## src/rtl/fft_pkg.sv

```systemverilog
// Shared types and helpers for the serial inverse FFT.
// Holds the state enum, a Q1.14 sine/cosine table and bit reversal.
package fft_pkg;

    typedef enum logic [1:0] {LOAD, CALC, DRAIN} state_t;

    localparam int TBL_N = 64;
    localparam int TBL_W = 16;

    // Quarter wave of sin(2*pi*k/64), Q1.14; the 64-entry table is
    // folded out of these 17 points by symmetry.
    localparam logic signed [TBL_W-1:0] QSIN [17] = '{
        16'sd0,     16'sd1606,  16'sd3196,  16'sd4756,
        16'sd6270,  16'sd7723,  16'sd9102,  16'sd10394,
        16'sd11585, 16'sd12665, 16'sd13623, 16'sd14449,
        16'sd15137, 16'sd15678, 16'sd16069, 16'sd16305,
        16'sd16384
    };

    function automatic logic signed [TBL_W-1:0] tbl_sin(
        input logic [5:0] k
    );
        int ki;
        ki = int'(k);
        if (ki <= 16)      return QSIN[ki];
        else if (ki <= 32) return QSIN[32-ki];
        else if (ki <= 48) return -QSIN[ki-32];
        else               return -QSIN[64-ki];
    endfunction

    function automatic logic signed [TBL_W-1:0] tbl_cos(
        input logic [5:0] k
    );
        return tbl_sin(k + 6'd16);
    endfunction

    // Reverse the low 'bits' bits of v.
    function automatic logic [5:0] bitrev(
        input logic [5:0] v,
        input int         bits
    );
        logic [5:0] r;
        r = '0;
        for (int i = 0; i < 6; i++) begin
            if (i < bits) r[bits-1-i] = v[i];
        end
        return r;
    endfunction

endpackage

```

## src/rtl/ifft_twiddle_rom.sv

```systemverilog
// Combinational twiddle lookup for the inverse FFT: idx -> {sin, cos}
// of +2*pi*idx/Bus. Ports: idx (twiddle index), tw ({sin, cos}, Q1.14).
module ifft_twiddle_rom
    import fft_pkg::*;
#(
    parameter int Bus  = 8,
    parameter int TW_W = 16
) (
    input  logic [$clog2(Bus)-1:0] idx,
    output logic [2*TW_W-1:0]      tw
);

    localparam int L = $clog2(Bus);

    logic [5:0]             k;
    logic signed [TW_W-1:0] w_cos;
    logic signed [TW_W-1:0] w_sin;

    // Scale the index onto the 64-point table.
    assign k     = 6'(idx) << (6 - L);
    assign w_cos = TW_W'(tbl_cos(k));
    assign w_sin = TW_W'(tbl_sin(k));
    assign tw    = {w_sin, w_cos};

endmodule

```

## src/rtl/ifft_serial.sv

```systemverilog
// Serial in-place radix-2 DIT inverse FFT, one butterfly per cycle.
// Ports: clk, rst_n, in_* (spectrum stream), out_* (time stream), busy.
module ifft_serial
    import fft_pkg::*;
#(
    parameter int Bus       = 8,
    parameter int Bit_depth = 12,
    parameter int TW_W      = 16
) (
    input  logic                   clk,
    input  logic                   rst_n,
    input  logic [2*Bit_depth-1:0] in_data,
    input  logic                   in_valid,
    output logic                   in_ready,
    output logic [2*Bit_depth-1:0] out_data,
    output logic                   out_valid,
    input  logic                   out_ready,
    output logic                   out_last,
    output logic                   busy
);

    localparam int L    = $clog2(Bus);
    localparam int BD   = Bit_depth;
    localparam int DW   = 2 * BD;
    localparam int EW   = BD + 2;
    localparam int PW   = BD + TW_W + 1;
    localparam int FRAC = TW_W - 2;

    localparam logic signed [PW-1:0] RND  = PW'(1 << (FRAC - 1));
    localparam logic signed [EW-1:0] ONE  = EW'(1);
    localparam logic signed [EW-1:0] SMAX = EW'((1 << (BD - 1)) - 1);
    localparam logic signed [EW-1:0] SMIN = EW'(-(1 << (BD - 1)));

    state_t state, state_nx;

    logic [L-1:0]  idx;
    logic [L-1:0]  stg;
    logic [L-2:0]  bfly;
    logic          last_bfly;
    logic [DW-1:0] mem [Bus];

    logic [L-1:0] b_ext, half, pos, ia, ib, tw_idx, wr_addr;

    assign b_ext  = {1'b0, bfly};
    assign half   = L'(1) << stg;
    assign pos    = b_ext & (half - L'(1));
    assign ia     = ((b_ext >> stg) << (stg + L'(1))) + pos;
    assign ib     = ia + half;
    assign tw_idx = pos << (L'(L - 1) - stg);

    assign wr_addr   = L'(bitrev(6'(idx), L));
    assign last_bfly = (stg == L'(L - 1)) && (&bfly);

    logic [2*TW_W-1:0]      tw;
    logic signed [TW_W-1:0] w_c, w_s;

    ifft_twiddle_rom #(
        .Bus  (Bus),
        .TW_W (TW_W)
    ) u_rom (
        .idx (tw_idx),
        .tw  (tw)
    );

    assign w_c = tw[TW_W-1:0];
    assign w_s = tw[2*TW_W-1:TW_W];

    logic signed [BD-1:0] a_re, a_im, b_re, b_im;

    assign a_re = mem[ia][BD-1:0];
    assign a_im = mem[ia][DW-1:BD];
    assign b_re = mem[ib][BD-1:0];
    assign b_im = mem[ib][DW-1:BD];

    logic signed [PW-1:0] rr, ii, ri, ir, p_re_w, p_im_w;
    logic signed [EW-1:0] p_re, p_im;

    assign rr = PW'(b_re) * PW'(w_c);
    assign ii = PW'(b_im) * PW'(w_s);
    assign ri = PW'(b_re) * PW'(w_s);
    assign ir = PW'(b_im) * PW'(w_c);

    // Round half-up back to integer scale.
    assign p_re_w = rr - ii + RND;
    assign p_im_w = ri + ir + RND;
    assign p_re   = EW'(p_re_w >>> FRAC);
    assign p_im   = EW'(p_im_w >>> FRAC);

    logic signed [EW-1:0] s_ar, s_ai, s_br, s_bi;

    assign s_ar = EW'(a_re) + p_re + ONE;
    assign s_ai = EW'(a_im) + p_im + ONE;
    assign s_br = EW'(a_re) - p_re + ONE;
    assign s_bi = EW'(a_im) - p_im + ONE;

    function automatic logic [BD-1:0] sat(
        input logic signed [EW-1:0] v
    );
        if (v > SMAX)      return SMAX[BD-1:0];
        else if (v < SMIN) return SMIN[BD-1:0];
        else               return v[BD-1:0];
    endfunction

    logic [DW-1:0] a_new, b_new;

    assign a_new = {sat(s_ai >>> 1), sat(s_ar >>> 1)};
    assign b_new = {sat(s_bi >>> 1), sat(s_br >>> 1)};

    always_ff @(posedge clk or negedge rst_n) begin
        if (!rst_n) begin
            state <= LOAD;
            idx   <= '0;
            stg   <= '0;
            bfly  <= '0;
        end else begin
            state <= state_nx;
            unique case (state)
                LOAD: begin
                    if (in_valid) idx <= idx + L'(1);
                end
                CALC: begin
                    bfly <= bfly + (L-1)'(1);
                    if (&bfly) begin
                        stg <= (stg == L'(L - 1)) ? '0 : stg + L'(1);
                    end
                end
                DRAIN: begin
                    if (out_ready) idx <= idx + L'(1);
                end
                default: ;
            endcase
        end
    end

    // Sample buffer carries no reset; its contents are rewritten every frame.
    always_ff @(posedge clk) begin
        if (state == LOAD && in_valid) begin
            mem[wr_addr] <= in_data;
        end else if (state == CALC) begin
            mem[ia] <= a_new;
            mem[ib] <= b_new;
        end
    end

    always_comb begin
        state_nx  = state;
        in_ready  = 1'b0;
        out_valid = 1'b0;
        out_last  = 1'b0;
        busy      = 1'b0;
        out_data  = '0;
        unique case (state)
            LOAD: begin
                in_ready = 1'b1;
                if (in_valid && idx == L'(Bus - 1)) state_nx = CALC;
            end
            CALC: begin
                busy = 1'b1;
                if (last_bfly) state_nx = DRAIN;
            end
            DRAIN: begin
                busy      = 1'b1;
                out_valid = 1'b1;
                out_data  = mem[idx];
                out_last  = (idx == L'(Bus - 1));
                if (out_ready && out_last) state_nx = LOAD;
            end
            default: state_nx = LOAD;
        endcase
    end

endmodule

```

## config.mk

```make
export PLATFORM = sky130hd
export DESIGN_NAME = ifft_serial
export DESIGN_NICKNAME = d
export VERILOG_FILES = /design/src/rtl/fft_pkg.sv /design/src/rtl/ifft_twiddle_rom.sv /design/src/rtl/ifft_serial.sv
export SDC_FILE = /design/constraint.sdc
export NUM_CORES = 2
export LEC_CHECK = 0
export ABC_AREA = 1
export CAP_MARGIN = 25
export CELL_PAD_IN_SITES_DETAIL_PLACEMENT = 0
export CELL_PAD_IN_SITES_GLOBAL_PLACEMENT = 1
export CORE_MARGIN = 3
export CORE_UTILIZATION = 46
export CTS_CLUSTER_SIZE = 20
export DETAILED_ROUTE_END_ITERATION = 10
export PLACE_DENSITY_LB_ADDON = 0.2
export REMOVE_ABC_BUFFERS = 1
export SYNTH_ARGS = -nofsm -noshare
export SYNTH_HDL_FRONTEND = slang
export SYNTH_SLANG_ARGS = --single-unit
```

## constraint.sdc

```tcl
create_clock -name clk -period 13.6 [get_ports clk]
set_clock_uncertainty 0.1 [all_clocks]
set_input_delay 2.72 -clock clk [delete_from_list [all_inputs] [get_ports clk]]
set_output_delay 2.72 -clock clk [all_outputs]
set_load 0.02 [all_outputs]
```

Word level (Yosys, flattened, before mapping)
Memories as Yosys holds them, arrays and structs flattened.
Cells that the tools add are included.
{"block": "totals", "ff_bits": 10, "ramBits": 192, "mem_bits_ro": 4096, "input_bits": 28, "wordCells": 154, "n_memories": 9}
{"block": "op_classes", "add_sub_neg": 30, "multipliers": 4, "n_lt_le_gt_ge": 22, "eq_ne": 9, "shift": 4, "n_mux": 51, "bitwise_logic": 9, "reduce_logical": 12}
{"memory": "(no name shown)", "depth": 32, "width": 16, "read_ports": 1, "rd_clocked_by_memory_dff": 0, "wr": 0, "line": "fft_pkg.sv:25", "text": "if (ki <= 16) return QSIN[ki];"}
{"memory": "(no name shown)", "depth": 32, "width": 16, "read_ports": 1, "rd_clocked_by_memory_dff": 0, "wr": 0, "line": "fft_pkg.sv:26", "text": "else if (ki <= 32) return QSIN[32-ki];"}
{"memory": "(no name shown)", "depth": 32, "width": 16, "read_ports": 1, "rd_clocked_by_memory_dff": 0, "wr": 0, "line": "fft_pkg.sv:27", "text": "else if (ki <= 48) return -QSIN[ki-32];"}
{"memory": "(no name shown)", "depth": 32, "width": 16, "read_ports": 1, "rd_clocked_by_memory_dff": 0, "wr": 0, "line": "fft_pkg.sv:28", "text": "else return -QSIN[64-ki];"}
{"memory": "(no name shown)", "depth": 32, "width": 16, "read_ports": 1, "rd_clocked_by_memory_dff": 0, "wr": 0, "line": "fft_pkg.sv:25"}
{"memory": "(no name shown)", "depth": 32, "width": 16, "read_ports": 1, "rd_clocked_by_memory_dff": 0, "wr": 0, "line": "fft_pkg.sv:26"}
{"memory": "+3 memories"}
{"operator": "$mux W16", "n": 22}
{"operator": "$ge A32 B6 Y1 const B", "n": 8}
{"operator": "$not A32 Y32", "n": 6}
{"operator": "$mul A12 B16 Y28", "n": 4}
{"operator": "$mux W12", "n": 8}
{"operator": "$neg A16 Y16", "n": 4}
{"operator": "$not A6 Y32", "n": 2}
{"operator": "$add A14 B2 Y14 const B", "n": 4}
{"operator": "$add A28 B15 Y28 const B", "n": 2}
{"operator": "$gt A13 B12 Y1 const B", "n": 4}
{"operator": "$lt A13 B12 Y1 const B", "n": 4}
{"operator": "$mux W24", "n": 2}
{"operator": "$add A12 B14 Y14", "n": 2}
{"operator": "$add A28 B28 Y28", "n": 1}
{"operator": "$sub A12 B14 Y14", "n": 2}
{"operator": "$sub A28 B28 Y28", "n": 1}
{"operator": "$le A6 B6 Y1 const B", "n": 4}
{"operator": "$reduce_or A24 Y1", "n": 1}
{"operator": "$sub A7 B6 Y8 const A", "n": 2}
{"operator": "$sub A6 B6 Y7 const A", "n": 2}
{"operator": "$sub A6 B6 Y7 const B", "n": 2}
{"operator": "$le A6 B5 Y1 const B", "n": 2}
{"operator": "$mux W3", "n": 4}
{"operator": "$mux W1", "n": 10}
{"operator": "other kinds (25)", "n": 38}

Longest topological paths before layout
{"block": "depth", "word_depth": 23, "ltp_mapped": 72, "ltp_nobuf": 67}

By module
Synthesis repeated with hierarchy kept, for this count alone.
{"block": "hier_totals", "cells_unflattened": 5634, "hier_area_um2": 45080.7}
{"mod": "ifft_serial", "n_inst": 1, "cells_each": 5564, "area_each_um2": 44662.8, "seq_area_each_um2": 6015.8}
{"mod": "ifft_twiddle_rom", "n_inst": 1, "cells_each": 70, "area_each_um2": 417.9, "seq_area_each_um2": 0.0}

Least setup slack after synthesis
No wires, ideal clock.
{"block": "synth_path", "kind": "reg2reg", "startpoint": "register stg[0]", "endpoint": "memory mem[0][6] (netlist name) (data pin)", "setup_time_ns": 0.131, "t_arrival_ns": 12.495, "required_time_ns": 13.369, "path_slack_ns": 0.875, "path_stages_with_launch": 68, "n_path_buf": 5, "synth_period_minus_slack_ns": 12.725, "path_cell_list": "dfrtp_1 -> inv_1 -> ha_1 -> nor2_4 -> inv_1 -> nor2_1 -> ha_1 -> fa_1 -> inv_1 -> clkbuf_1 -> clkbuf_1 -> fa_1 -> inv_1 -> xor2_1 -> nand3_2 -> nand2_4 -> inv_1 -> nor2_1 -> [32 not listed] -> a21o_1 -> nand2_1 -> nand2_1 -> nand2_1 -> nand2_1 -> nand3_1 -> nand2_1 -> a21oi_1 -> nor2_1 -> nor2_1 -> xnor2_1 -> or2_1 -> nand2_2 -> nand2_2 -> buf_6 -> o21ai_2 -> nand2_1 -> nand2_1"}
{"item": "from (decl)", "line": "ifft_serial.sv:37", "text": "logic [L-1:0] stg;"}
{"item": "from (signal assigned)", "line": "ifft_serial.sv:124", "text": "stg <= (stg == L'(L - 1)) ? '0 : stg + L'(1);"}
{"item": "to (decl)", "line": "ifft_serial.sv:40", "text": "logic [DW-1:0] mem [Bus];"}

==> tab_implementation.tex <==
\begin{tabular}{lr}
\hline
Metric & Value \\
\hline
\multicolumn{2}{l}{\textbf{Logic synthesis}} \\
\quad Async set-or-reset flop fraction in the synthesized netlist & 4.95\% \\
\quad Average cell area after synthesis & 8.38 um\^{}2 \\
\quad Synth Cell Area & 0.0407 mm\^{}2 \\
\quad Distinct cell type count of the synthesized netlist & 55 \\
\quad Commonest register cell after synthesis & sky130\_fd\_sc\_hd\_\_edfxtp\_1 \\
\quad Share of the synthesized area in the top cell type & 35.9\% \\
\quad Register bit total from synthesis & 202 \\
\quad Number of instances in the synthesized netlist & 4855 \\
\quad Most area-hungry cell type in the Yosys netlist & sky130\_fd\_sc\_hd\_\_fa\_1 \\
\quad Part of the Yosys area used for sequential elements & 14.8\% \\
\quad Number of synthesized flops with an enable pin & 192 \\
\quad Leading post-synthesis cells by cell area & sky130\_fd\_sc\_hd\_\_fa\_1, sky130\_fd\_sc\_hd\_\_edfxtp\_1, sky130\_fd\_sc\_hd\_\_inv\_1 \\
\quad Yosys warnings & 0 \\
\multicolumn{2}{l}{\textbf{Critical path}} \\
\quad CP endpoint kind & flip-flop \\
\quad Crit-path slowest cell & sky130\_fd\_sc\_hd\_\_fa\_2 \\
\quad Classification of the worst setup path & flip-flop to flip-flop \\
\quad Crit path top cell by count & sky130\_fd\_sc\_hd\_\_nand2\_1 \\
\quad Max Fanout on Critical Path & 10 \\
\quad Kind of cell with the highest combined delay on the critical path & adder cells \\
\quad Path depth of the worst reg2reg path & 63 \\
\quad CP Data Required Time & 13770 ps \\
\quad Arrival time at the worst endpoint & 13180 ps \\
\quad Critical path buffers and inverters & 16 \\
\quad Depth of the critical timing path with buffers and inverters included & 63 \\
\quad Kind of start point of the critical path & flip-flop \\
\quad Delay of the slowest critical-path stage & 570 ps \\
\multicolumn{2}{l}{\textbf{Detailed routing}} \\
\quad DRC violations left & 0 \\
\quad Number of vias after detailed routing & 33000 \\
\quad Avg WL per Cell & 21.4 um \\
\quad Drt total wl & 132 mm \\
\quad Via density per instance & 5.33 \\
\quad Length of the first detailed-routing pass in iterations & 6 \\
\quad Antenna Nets Post-Route & 0 \\
\quad Count of routing violations after the opening detailed-route iteration & 2569 \\
\multicolumn{2}{l}{\textbf{Global routing}} \\
\quad Overflow left after global routing & 0 \\
\quad Global-route wire length before repair & 201 mm \\
\quad Overall routing resource usage & 29.3\% \\
\quad Pin count of the biggest net entering global routing & 91 \\
\quad Number of global-route vias before repair & 33500 \\
\quad Antenna violations before repair & 1 \\
\multicolumn{2}{l}{\textbf{CTS}} \\
\quad H-tree level count & 1 \\
\quad Clk\_lat worst skew & 530 ps \\
\quad Clock sinks & 202 \\
\quad Maximum buffer depth of the clock tree & 3 \\
\quad Register clock-pin slew on the reported worst setup and hold paths & 70 ps \\
\quad Clock tree from TritonCTS & built \\
\quad CTS Hold Buffers Added & 0 \\
\quad CTS buffer count & 20 \\
\quad Cell chosen for the clock root & sky130\_fd\_sc\_hd\_\_clkbuf\_16 \\
\multicolumn{2}{l}{\textbf{Hold path}} \\
\quad Worst hold path stage count & 2 \\
\quad Type of the worst min-delay path & flip-flop to flip-flop \\
\multicolumn{2}{l}{\textbf{STA}} \\
\quad Shortest period the worst path allows & 13000 ps \\
\quad Hold violation total from the final report & 0 \\
\quad RSZ-0062 raised after global routing & true \\
\quad Headroom to the max-slew limit & 28.1\% \\
\quad Transition time of the tightest slew-check pin & 1070 ps \\
\quad Number of failing setup endpoints in the final timing report & 0 \\
\quad FMAX & 76.9 MHz \\
\quad Final Slew Violations & 0 \\
\quad Final cycle utilization of the critical path & 95.6\% \\
\multicolumn{2}{l}{\textbf{Floorplan}} \\
\quad Number of placement rows & 108 \\
\quad Top Ports & 56 \\
\quad Die width & 303 um \\
\quad Initial cell density of the core & 46.6\% \\
\quad Core area & 0.0873 mm\^{}2 \\
\quad Die area & 0.0921 mm\^{}2 \\
\quad Vert. Die Dim & 303 um \\
\multicolumn{2}{l}{\textbf{Run}} \\
\quad Max-cap viol count & 0 \\
\multicolumn{2}{l}{\textbf{Placement}} \\
\quad \# placed instances & 6133 \\
\quad Detailed Place HPWL & 103 mm \\
\quad Port Buffer Count & 55 \\
\quad Final weighted congestion in routability-driven placement & 0.925 \\
\multicolumn{2}{l}{\textbf{Finish}} \\
\quad Final nets & 6075 \\
\quad N\_diodes & 0 \\
\quad Non-filler instance count after layout & 6191 \\
\quad Fraction of layout cells with a size suffix above 1 & 8.52\% \\
\quad Relative area change from synthesis to final layout & 10.8\% \\
\multicolumn{2}{l}{\textbf{Run status}} \\
\quad Result of the run & finished, final reports clean \\
\hline
\end{tabular}
## logic make-up after synthesis
group                    Yosys count  synth area share, %
AND/OR/NAND/NOR                 1414                 14.7
buffers and inverters           1292                 12.0
adder cells (fa/ha/maj)         1025                 45.0
AO/OA/AOI/OAI                    799                 10.9
flip-flops                       202                 14.8
XOR/XNOR                         121                 2.62
other                              2               0.0185
## per-stage QoR
stage | worst slack, ps | utilization (%) | hold slack, ps | instance area, um^2 | TNS, ps
2_1_floorplan | -1340 | - | 378 | 40400 | -214370
3_3_place_gp | 147 | 49.9 | 416 | 43500 | 0
3_5_place_dp | -58.0 | 49.9 | 416 | 43600 | -398
4_1_cts | 25.6 | 50.7 | 439 | 44300 | 0
5_1_grt | -93.6 | 51.7 | 482 | 45100 | -4000
6_report | 597 | 51.7 | 439 | 45100 | 0
## timing repair
item | in CTS | in global routing
endpoints found under the setup margin | 62 | 192
resized for setup | 3 | 134
buffers inserted | 0 | 19
pin swaps | 0 | 26
gates cloned | 0 | 3
## worst reg2reg max path: cells and delay by family (launching register included)
family,cells,cell delay (ps)
compound gates,4,600
simple gates,26,3200
buf+inv,16,1930
xor+xnor,3,510
flops,1,420
fa+ha+maj,14,6000
## cell usage after synthesis, drive strengths merged (22+ instances only)
master  instances
buf            33
fa            729
xnor2          52
o21ai         380
a21oi         266
nand2         853
xor2           69
inv          1109
o211ai         34
nor2          302
nand3         200
a31oi          36
or2            22
clkbuf        145
ha            296
edfxtp        192
## metal layers
| metal | vias up | track usage [%] | share of wire, % |
|---|---|---|---|
| met5 | - | 0 | 0.0098 |
| met4 | 2 | 9.71 | 3.9 |
| met3 | 275 | 2.66 | 6.6 |
| met2 | 1180 | 50.4 | 49 |
| met1 | 16300 | 39.0 | 40 |
| li1 | 15200 | - | - |
## registers in the layout (all words and copies together) (netlist names)
| signal | count |
|---|---|
| state | 2 |
| idx | 3 |
| stg | 3 |
| bfly | 2 |
| mem | 192 |
## path summary, 6_finish.rpt
kind / from / endpoint / slack (ps)
hold / removal: state[1]$_DFFE_PN0P_ / state[1]$_DFFE_PN0P_ / 440
setup reg to reg: stg[0]$_DFFE_PN0P_ / mem[0][7]$_DFFE_PP_ / 600
setup / recovery: stg[0]$_DFFE_PN0P_ / mem[0][7]$_DFFE_PP_ / 600
hold reg to reg: state[1]$_DFFE_PN0P_ / state[1]$_DFFE_PN0P_ / 440
min in group asynchronous: rst_n / idx[0]$_DFFE_PN0P_ / 2480
max in group asynchronous: rst_n / idx[0]$_DFFE_PN0P_ / 10470
## cells in the final DEF, fill, tap and decap left out, drive strengths merged, types with 27 or more instances in the layout
master / n
nand2: 853
o21ai: 380
xor2: 69
a21oi: 266
clkdlybuf4s50: 55
buf: 154
ha: 296
nand3: 200
nor2: 303
o211ai: 34
xnor2: 52
conb: 113
edfxtp: 192
fa: 729
inv: 1107
clkbuf: 27
a31oi: 36
## layout make-up
class	count	area, um^2
inverters	1114	4190
flip-flops and latches	202	6020
repair buffers	211	1860
well taps	1155	1450
fillers	8474	42200
multi-input cells	3473	30900
clock inverters	11	145
clock buffers	25	541
Power is not shown: default switching activity piles up to over one toggle a cycle in this logic, so the estimate is an artifact.
